File: config.mk
export PLATFORM = sky130hd
export DESIGN_NAME = cafeteria_id_parser
export DESIGN_NICKNAME = d
export VERILOG_FILES = /design/src/rtl/cafeteria_pkg.sv /design/src/rtl/dec_mac10.sv /design/src/rtl/cafeteria_id_parser.sv
export SDC_FILE = /design/constraint.sdc
export NUM_CORES = 1
export LEC_CHECK = 0
export ABC_AREA = 1
export CAP_MARGIN = 20
export CORE_MARGIN = 4
export CORE_UTILIZATION = 45
export DETAILED_ROUTE_END_ITERATION = 7
export SETUP_SLACK_MARGIN = 0.05
export SLEW_MARGIN = 30
export SYNTH_ARGS = -nofsm -noshare
export SYNTH_HDL_FRONTEND = slang
export SYNTH_SLANG_ARGS = --single-unit
File: constraint.sdc
create_clock -name clk -period 6.9 [get_ports clk]
set_clock_uncertainty 0.05 [all_clocks]
set_input_delay 1.035 -clock clk [delete_from_list [all_inputs] [get_ports clk]]
set_output_delay 1.035 -clock clk [all_outputs]
set_load 0.01 [all_outputs]
File: src/rtl/cafeteria_pkg.sv
// Constants, ASCII codes and parser states shared by the cafeteria ID and range front ends.
package cafeteria_pkg;

    localparam int ID_W   = 50;
    localparam int WORD_W = 32;

    localparam logic [7:0] ASC_0  = 8'h30;
    localparam logic [7:0] ASC_9  = 8'h39;
    localparam logic [7:0] ASC_LF = 8'h0A;
    localparam logic [7:0] ASC_CR = 8'h0D;

    typedef enum logic [1:0] {
        PS_ACCUM    = 2'd0,
        PS_EMIT_LO  = 2'd1,
        PS_EMIT_HI  = 2'd2,
        PS_FINISHED = 2'd3
    } parse_state_t;

    // Plain constants for modules that keep their state register as raw logic.
    localparam logic [1:0] ST_ACCUM    = PS_ACCUM;
    localparam logic [1:0] ST_EMIT_LO  = PS_EMIT_LO;
    localparam logic [1:0] ST_EMIT_HI  = PS_EMIT_HI;
    localparam logic [1:0] ST_FINISHED = PS_FINISHED;

endpackage

File: src/rtl/dec_mac10.sv
// Combinational decimal multiply-accumulate: acc*10 + d, truncated to ID_W bits,
// with a flag raised when the exact result no longer fits.
module dec_mac10 #(
    parameter int ID_W = cafeteria_pkg::ID_W
) (
    input  logic [ID_W-1:0] acc_i,
    input  logic [3:0]      digit_i,
    output logic [ID_W-1:0] result_o,
    output logic            ovf_o
);
    import cafeteria_pkg::*;

    logic [ID_W+3:0] wide;

    // Four spare bits are enough because (2^ID_W - 1)*10 + 9 < 2^(ID_W+4).
    assign wide     = ({4'b0000, acc_i} << 3) + ({4'b0000, acc_i} << 1)
                    + {{ID_W{1'b0}}, digit_i};
    assign result_o = wide[ID_W-1:0];
    assign ovf_o    = |wide[ID_W+3:ID_W];

endmodule

File: src/rtl/cafeteria_id_parser.sv
// Turns a stream of ASCII decimal lines into ID_W-bit IDs and emits each one
// as a low word followed by a zero-extended high word.
module cafeteria_id_parser #(
    parameter int ID_W   = cafeteria_pkg::ID_W,
    parameter int WORD_W = cafeteria_pkg::WORD_W,
    parameter int CNT_W  = 16
) (
    input  logic              clk,
    input  logic              rst,
    input  logic [7:0]        in_data,
    input  logic              in_valid,
    input  logic              in_last,
    output logic              in_ready,
    output logic [WORD_W-1:0] out_data,
    output logic              out_valid,
    input  logic              out_ready,
    output logic [CNT_W-1:0]  id_count,
    output logic              overflow,
    output logic              done
);
    import cafeteria_pkg::*;

    logic [1:0]        state_q, state_d;
    logic [ID_W-1:0]   acc_q, acc_d;
    logic [ID_W-1:0]   hold_q, hold_d;
    logic              have_q, have_d;
    logic              end_q, end_d;
    logic              ovf_q, ovf_d;
    logic [CNT_W-1:0]  cnt_q, cnt_d;
    logic              in_ready_q, out_valid_q, done_q;
    logic [WORD_W-1:0] out_data_q, out_data_d;
    logic [ID_W-1:0]   mac_res;
    logic              mac_ovf, accept, is_digit, out_fire;

    dec_mac10 #(.ID_W(ID_W)) u_mac (
        .acc_i   (acc_q),
        .digit_i (in_data[3:0]),
        .result_o(mac_res),
        .ovf_o   (mac_ovf)
    );

    assign accept   = in_valid && in_ready_q;
    assign out_fire = out_valid_q && out_ready;
    assign is_digit = (in_data >= ASC_0) && (in_data <= ASC_9);

    // A digit carrying in_last still completes its number, so it goes straight to emission.
    always_comb begin
        state_d = state_q;
        acc_d   = acc_q;
        hold_d  = hold_q;
        have_d  = have_q;
        end_d   = end_q;
        ovf_d   = ovf_q;
        cnt_d   = cnt_q;
        case (state_q)
            ST_ACCUM: begin
                if (accept) begin
                    if (is_digit) begin
                        acc_d  = mac_res;
                        have_d = 1'b1;
                        if (mac_ovf) ovf_d = 1'b1;
                        if (in_last) begin
                            hold_d  = mac_res;
                            acc_d   = '0;
                            have_d  = 1'b0;
                            end_d   = 1'b1;
                            state_d = ST_EMIT_LO;
                        end
                    end else if (have_q) begin
                        hold_d  = acc_q;
                        acc_d   = '0;
                        have_d  = 1'b0;
                        end_d   = in_last;
                        state_d = ST_EMIT_LO;
                    end else if (in_last) begin
                        state_d = ST_FINISHED;
                    end
                end
            end
            ST_EMIT_LO: begin
                if (out_fire) state_d = ST_EMIT_HI;
            end
            ST_EMIT_HI: begin
                if (out_fire) begin
                    cnt_d   = cnt_q + CNT_W'(1);
                    state_d = end_q ? ST_FINISHED : ST_ACCUM;
                end
            end
            default: ;
        endcase
    end

    // Output word is loaded from the next state so it is already valid on the delimiter edge.
    always_comb begin
        out_data_d = '0;
        if (state_d == ST_EMIT_LO)      out_data_d = hold_d[WORD_W-1:0];
        else if (state_d == ST_EMIT_HI) out_data_d = WORD_W'(hold_d >> WORD_W);
    end

    always_ff @(posedge clk or posedge rst) begin
        if (rst) begin
            state_q     <= ST_ACCUM;
            acc_q       <= '0;
            hold_q      <= '0;
            have_q      <= 1'b0;
            end_q       <= 1'b0;
            ovf_q       <= 1'b0;
            cnt_q       <= '0;
            in_ready_q  <= 1'b0;
            out_valid_q <= 1'b0;
            done_q      <= 1'b0;
            out_data_q  <= '0;
        end else begin
            state_q     <= state_d;
            acc_q       <= acc_d;
            hold_q      <= hold_d;
            have_q      <= have_d;
            end_q       <= end_d;
            ovf_q       <= ovf_d;
            cnt_q       <= cnt_d;
            in_ready_q  <= (state_d == ST_ACCUM);
            out_valid_q <= (state_d == ST_EMIT_LO) || (state_d == ST_EMIT_HI);
            done_q      <= (state_d == ST_FINISHED);
            out_data_q  <= out_data_d;
        end
    end

    assign in_ready  = in_ready_q;
    assign out_valid = out_valid_q;
    assign out_data  = out_data_q;
    assign id_count  = cnt_q;
    assign overflow  = ovf_q;
    assign done      = done_q;

endmodule

* Word-level counts from Yosys, hierarchy flattened *
Cells that the tools add are included.

word-level totals
  logic and storage cells = 59
  input bits = 13
  bits in registers = 156
  output and inout bits = 52

operators by class
  reductions and logical operators = 13
  eq/ne operators = 6
  order comparisons = 2
  add/sub/neg operators = 3
  mux-type cells = 24

operator list
  operator               number
  $mux 50                8
  $add 53x51->54         1
  $add 54x4->54          1
  $mux 32                1
  $mux 18                1
  $add 16x1->16 const B  1
  $mux 2                 8
  $ge 8x6->1 const B     1
  $le 8x6->1 const B     1
  $reduce_and 4->1       2
  $eq 2x2->1 const B     3
  $pmux 2 s3             1
  $mux 1                 5
  $eq 2x1->1 const B     2
  $logic_not 2->1        2
  $reduce_and 2->1       2
  $reduce_or 4->1        1
  $logic_and 1x1->1      3
  $reduce_and 3->1       1
  $ne 2x2->1 const B     1
  $reduce_bool 2->1      1
  $logic_or 1x1->1       1

* Longest topological paths before layout *
  depth in word-level cells = 8
  depth in mapped cells = 19
  gate-level depth less buffers = 19

* Cells and area by module *
Synthesis repeated with hierarchy kept, for this count alone.

unflattened totals
  cell total of the unflattened synthesis = 1618
  area, all modules = 11528.6 um^2

modules (own cells, without submodules)
  module               times used  cells each  area each (um^2)
  cafeteria_id_parser  1           821         7001.7
  dec_mac10            1           797         4526.8

* Worst setup path before layout *
No wires, ideal clock.

  path type = input to register
  start point = input in_data[3]
  end point = register out_data_q[2] (netlist: out_data[2])
  setup slack = 3.634 ns
  data arrival time = 3.151 ns
  required time = 6.785 ns
  path buffers = 0
  library setup time = 0.065 ns
  cell stages on the path = 17
  path through = inv_1 fa_1 fa_1 inv_1 nand3_1 nand2_4 nand2_2 nand2_2 nand2_1 nand2_1 nand2_1 nand2_1 xor2_1 nand2_1 nand2_1 nand3_1 nand2_1

on the way
  longest elaborated chain between the ends = 8
  elaborated cells on any way between the ends = 15
  those cells by class = 1 x add/sub; 2 x order compare; 2 x eq/ne; 9 x mux; 1 x reduce/logical

RTL lines
  item                                                                   RTL line                    source
  start, declared                                                        cafeteria_id_parser.sv:10   input logic [7:0] in_data,
  parallel branches: the longest is 7 deep, another holds $add 54x4->54  n/a
  $mux 32 *                                                              cafeteria_id_parser.sv:96   if (state_d == ST_EMIT_LO) out_data_d = hold_d[WORD_W-1:0];
  via out_data_d[2]                                                      cafeteria_id_parser.sv:31   logic [WORD_W-1:0] out_data_q, out_data_d;
  end signal, assigned                                                   cafeteria_id_parser.sv:124  out_data_q <= out_data_d;
  end, declared                                                          cafeteria_id_parser.sv:31

Mark *: on every way through the listed nets, which the timed path passes.
A chain may end at the register's enable or synchronous reset.

* Worst setup path in the final report *
  start point = input in_data[3]
  end point = register out_data_q[0] (netlist: out_data[0])

Same word-level chain as after synthesis.

==> flow_metrics.py <==
metrics = {
    "die": {
        "pin_count": 65,
        "coreArea_um2": 26100,
        "die_height_um": 171,
        "rows": 59,
        "initial_core_util_pct": 46.0,
        "die_w_um": 171,
        "dieArea_um2": 29400,
    },
    "clock_network": {
        "cts.repair.resized": 0,
        "cts_root_buffer": "clkbuf_16",
        "numCtsBuffers": 17,
        "hold_buffers": 0,
        "clock_sinks": 156,
        "cts_max_path_buffers": 2,
        "clkTransAtPathRegs_ns": 0.08,
        "insertion_delay_ns": 0.44,
        "postCtsSetupBuffers": 0,
        "htree_levels": 4,
        "cts_tree": "yes",
    },
    "logic_synthesis": {
        "synthArstFlopShare_pct": 100,
        "synth_nets": 1820,
        "syn_area_per_cell_um2": 7.07,
        "synthCells": 1701,
        "yosysSeqAreaShare_pct": 32.5,
        "syn_area_um2": 12000,
        "ys_ff_latch": 156,
        "synthFlopType": "dfrtp_1",
        "ys.warnings.count": 0,
        "synth_cell_types": 46,
        "synth_edf_count": 0,
    },
    "critical_path": {
        "cp_slowest_cell": "fa_1",
        "path_class": "input port to register",
        "end_kind": "register",
        "path_buf_inv": 3,
        "worstPathRequired_ns": 7.23,
        "start_kind": "input port",
        "cp_cell_sequence": "clkdlybuf4s50_1 -> inv_1 -> fa_1 -> fa_1 -> inv_1 -> nand3_1 -> nand2_4 -> nand2_1 -> nand2_2 -> nand2_1 -> nand2_2 -> nand2_1 -> nand2_1 -> xor2_1 -> nand2_1 -> nand2_1 -> nand3_1 -> nand2_1",
        "slowest_delay_ns": 0.52,
        "crit_top_cell": "nand2_1",
        "worstPathMaxFanout": 4,
        "crit_family": "simple AND/OR/NAND/NOR gates",
        "arrival_ns": 4.07,
    },
    "global_routing": {
        "grt_pass1_vias": 11100,
        "grt_max_degree": 85,
        "grt_first_pass_wirelength_um": 60900,
        "antenna_found_initial": 0,
        "grt_usage_pct": 26.8,
        "grt_overflow": 0,
    },
    "timing": {
        "worst_pin_slew_ns": 0.772,
        "grt_setup_unrepaired": "false",
        "finalMaxSlewViolations": 0,
        "fin_crit_sh_pct": 54.3,
        "relSlewSlack_pct": 48.5,
        "final.setup.tns_ns": 0,
        "fmax_mhz": 267,
        "hold_violations": 0,
        "timing.final.crit_period_ns": 3.75,
        "layout_setup_ws_ns": 3.15,
        "setup_violations": 0,
    },
    "drt": {
        "drtPass1Iterations": 5,
        "via_per_inst": 5.26,
        "drtIter0Drc": 907,
        "vias": 11100,
        "antenna_left": 0,
        "wl_um": 38000,
        "wl_per_cell_um": 18.0,
        "drc_errors": 0,
    },
    "placement": {
        "placed_area_um2": 13000,
        "hpwlAfterDp_um": 29900,
        "dp_slack_ns": 2.71,
        "place.port_buffers": 64,
        "place.gp.congestion": 0.950,
    },
    "finish": {
        "drive_gt1_share_pct": 8.63,
        "nNetsFinal": 1878,
        "diodes": 0,
        "synthToLayoutAreaGrowth_pct": 13.3,
        "fill_cells": 2628,
        "stdcell_area_um2": 13600,
    },
    "pwr": {
        "power_leakage_nw": 7.69,
        "ir_drop_mv": 0.118,
        "power_density_nw_per_um2": 144,
    },
    "worst_hold_path": {
        "hold_path_class": "register to register",
    },
    "run_status": {
        "run_status": "finished, final reports clean",
    },
    "job": {
        "cap_violations": 0,
    },
}
[synth_stat cells (22+ instances only)]
| cell | count | share of area, % |
|---|---|---|
| nand2_1 | 565 | 18 |
| inv_1 | 279 | 8.7 |
| dfrtp_1 | 156 | 32 |
| nand3_1 | 117 | 4.9 |
| nor2_1 | 111 | 3.5 |
| ha_1 | 104 | 11 |
| a21oi_1 | 42 | 1.7 |
| or2_2 | 31 | 1.6 |
| o21ai_0 | 25 | 1.0 |
| a221oi_2 | 22 | 2.7 |
| xor2_1 | 22 | 1.6 |
[area by class of cell]
| type | count | area [um^2] | area share (%) |
|---|---|---|---|
| multi-input cells | 1223 | 6890 | 50.6 |
| flip-flops and latches | 156 | 3900 | 28.7 |
| inverters | 290 | 1090 | 8.03 |
| repair buffers | 71 | 697 | 5.12 |
| clock buffers | 18 | 439 | 3.22 |
| well taps | 335 | 419 | 3.08 |
| clock inverters | 14 | 171 | 1.26 |
[report_power, final]
group	internal, mW	leakage, nW	switching (mW)
combinational	0.00990	5.34	0.0294
clock	0.531	0.294	0.475
sequential	0.914	2.05	0
[flip-flops by register name, summed over array words and instances (netlist names)]
name,cells
state_q,2
out_data,32
have_q,1
hold_q,50
in_ready,1
overflow,1
acc_q,50
id_count,16
out_valid,1
end_q,1
done,1
[cell families after synthesis]
kind of cell	after synthesis	synth area share, %
buffers and inverters	322	10.4
xor gates and xnor gates	37	2.70
DFF	156	32.5
AOI/OAI and AO/OA	173	10.9
adders and majority gates	106	11.2
and+or+nand+nor	907	32.4
[path summary, 6_finish.rpt]
path	start	end	slack, ns	cells after the start
setup / recovery	in_data[3]	out_data[0]	3.15	18
hold / removal	hold_q[4]	hold_q[4]	0.44	2
setup reg to reg	state_q[0]	out_data[11]	3.73	12
hold reg to reg	hold_q[4]	hold_q[4]	0.44	2
max in group asynchronous	rst	hold_q[41]	4.57	3
min in group asynchronous	rst	out_data[21]	1.07	2
[cell usage in the layout (no fill, tap or decap), types with 7 or more instances in the layout]
master,n
xor2_1,22
o21ai_0,25
nand2_2,18
a221oi_2,22
xnor2_1,15
clkbuf_16,17
nand2_1,564
nor2_2,8
nand4_1,17
dfrtp_1,156
inv_1,278
o221ai_1,7
ha_1,103
o22ai_1,10
clkdlybuf4s50_1,64
a221oi_1,15
inv_2,11
a21boi_0,18
nor2_1,109
o21ai_1,9
a21oi_1,42
nor3_1,9
nand3_1,117
or2_2,31
[per-stage QoR]
stage | util [%] | hold slack (ns) | total power, mW | std cells
final | 52.1 | 0.436 | 1.96 | 2107
after global routing | 52.1 | 0.461 | 2.02 | 2107
after CTS | 52.1 | 0.441 | 1.97 | 2107
after detailed placement | 49.8 | 0.422 | 0.972 | 2075
after global placement | 49.7 | 0.420 | 0.972 | 2075
after floorplan | - | 0.395 | 0.955 | 1701
[layer usage]
layer | GRT usage (%) | share of wire, % | vias up
met5 | 0 | 0 | -
met4 | 6.20 | 1.6 | 0
met3 | 2.96 | 4.0 | 39
met2 | 44.5 | 47 | 257
met1 | 37.8 | 48 | 5254
li1 | - | - | 5525
[worst min-delay path, stage by stage (launching register included)]
cell	delay (ns)
dfrtp_1	0.33
nand2_1	0.05
nand2_1	0.08
Power figures use the tool's default switching activity.
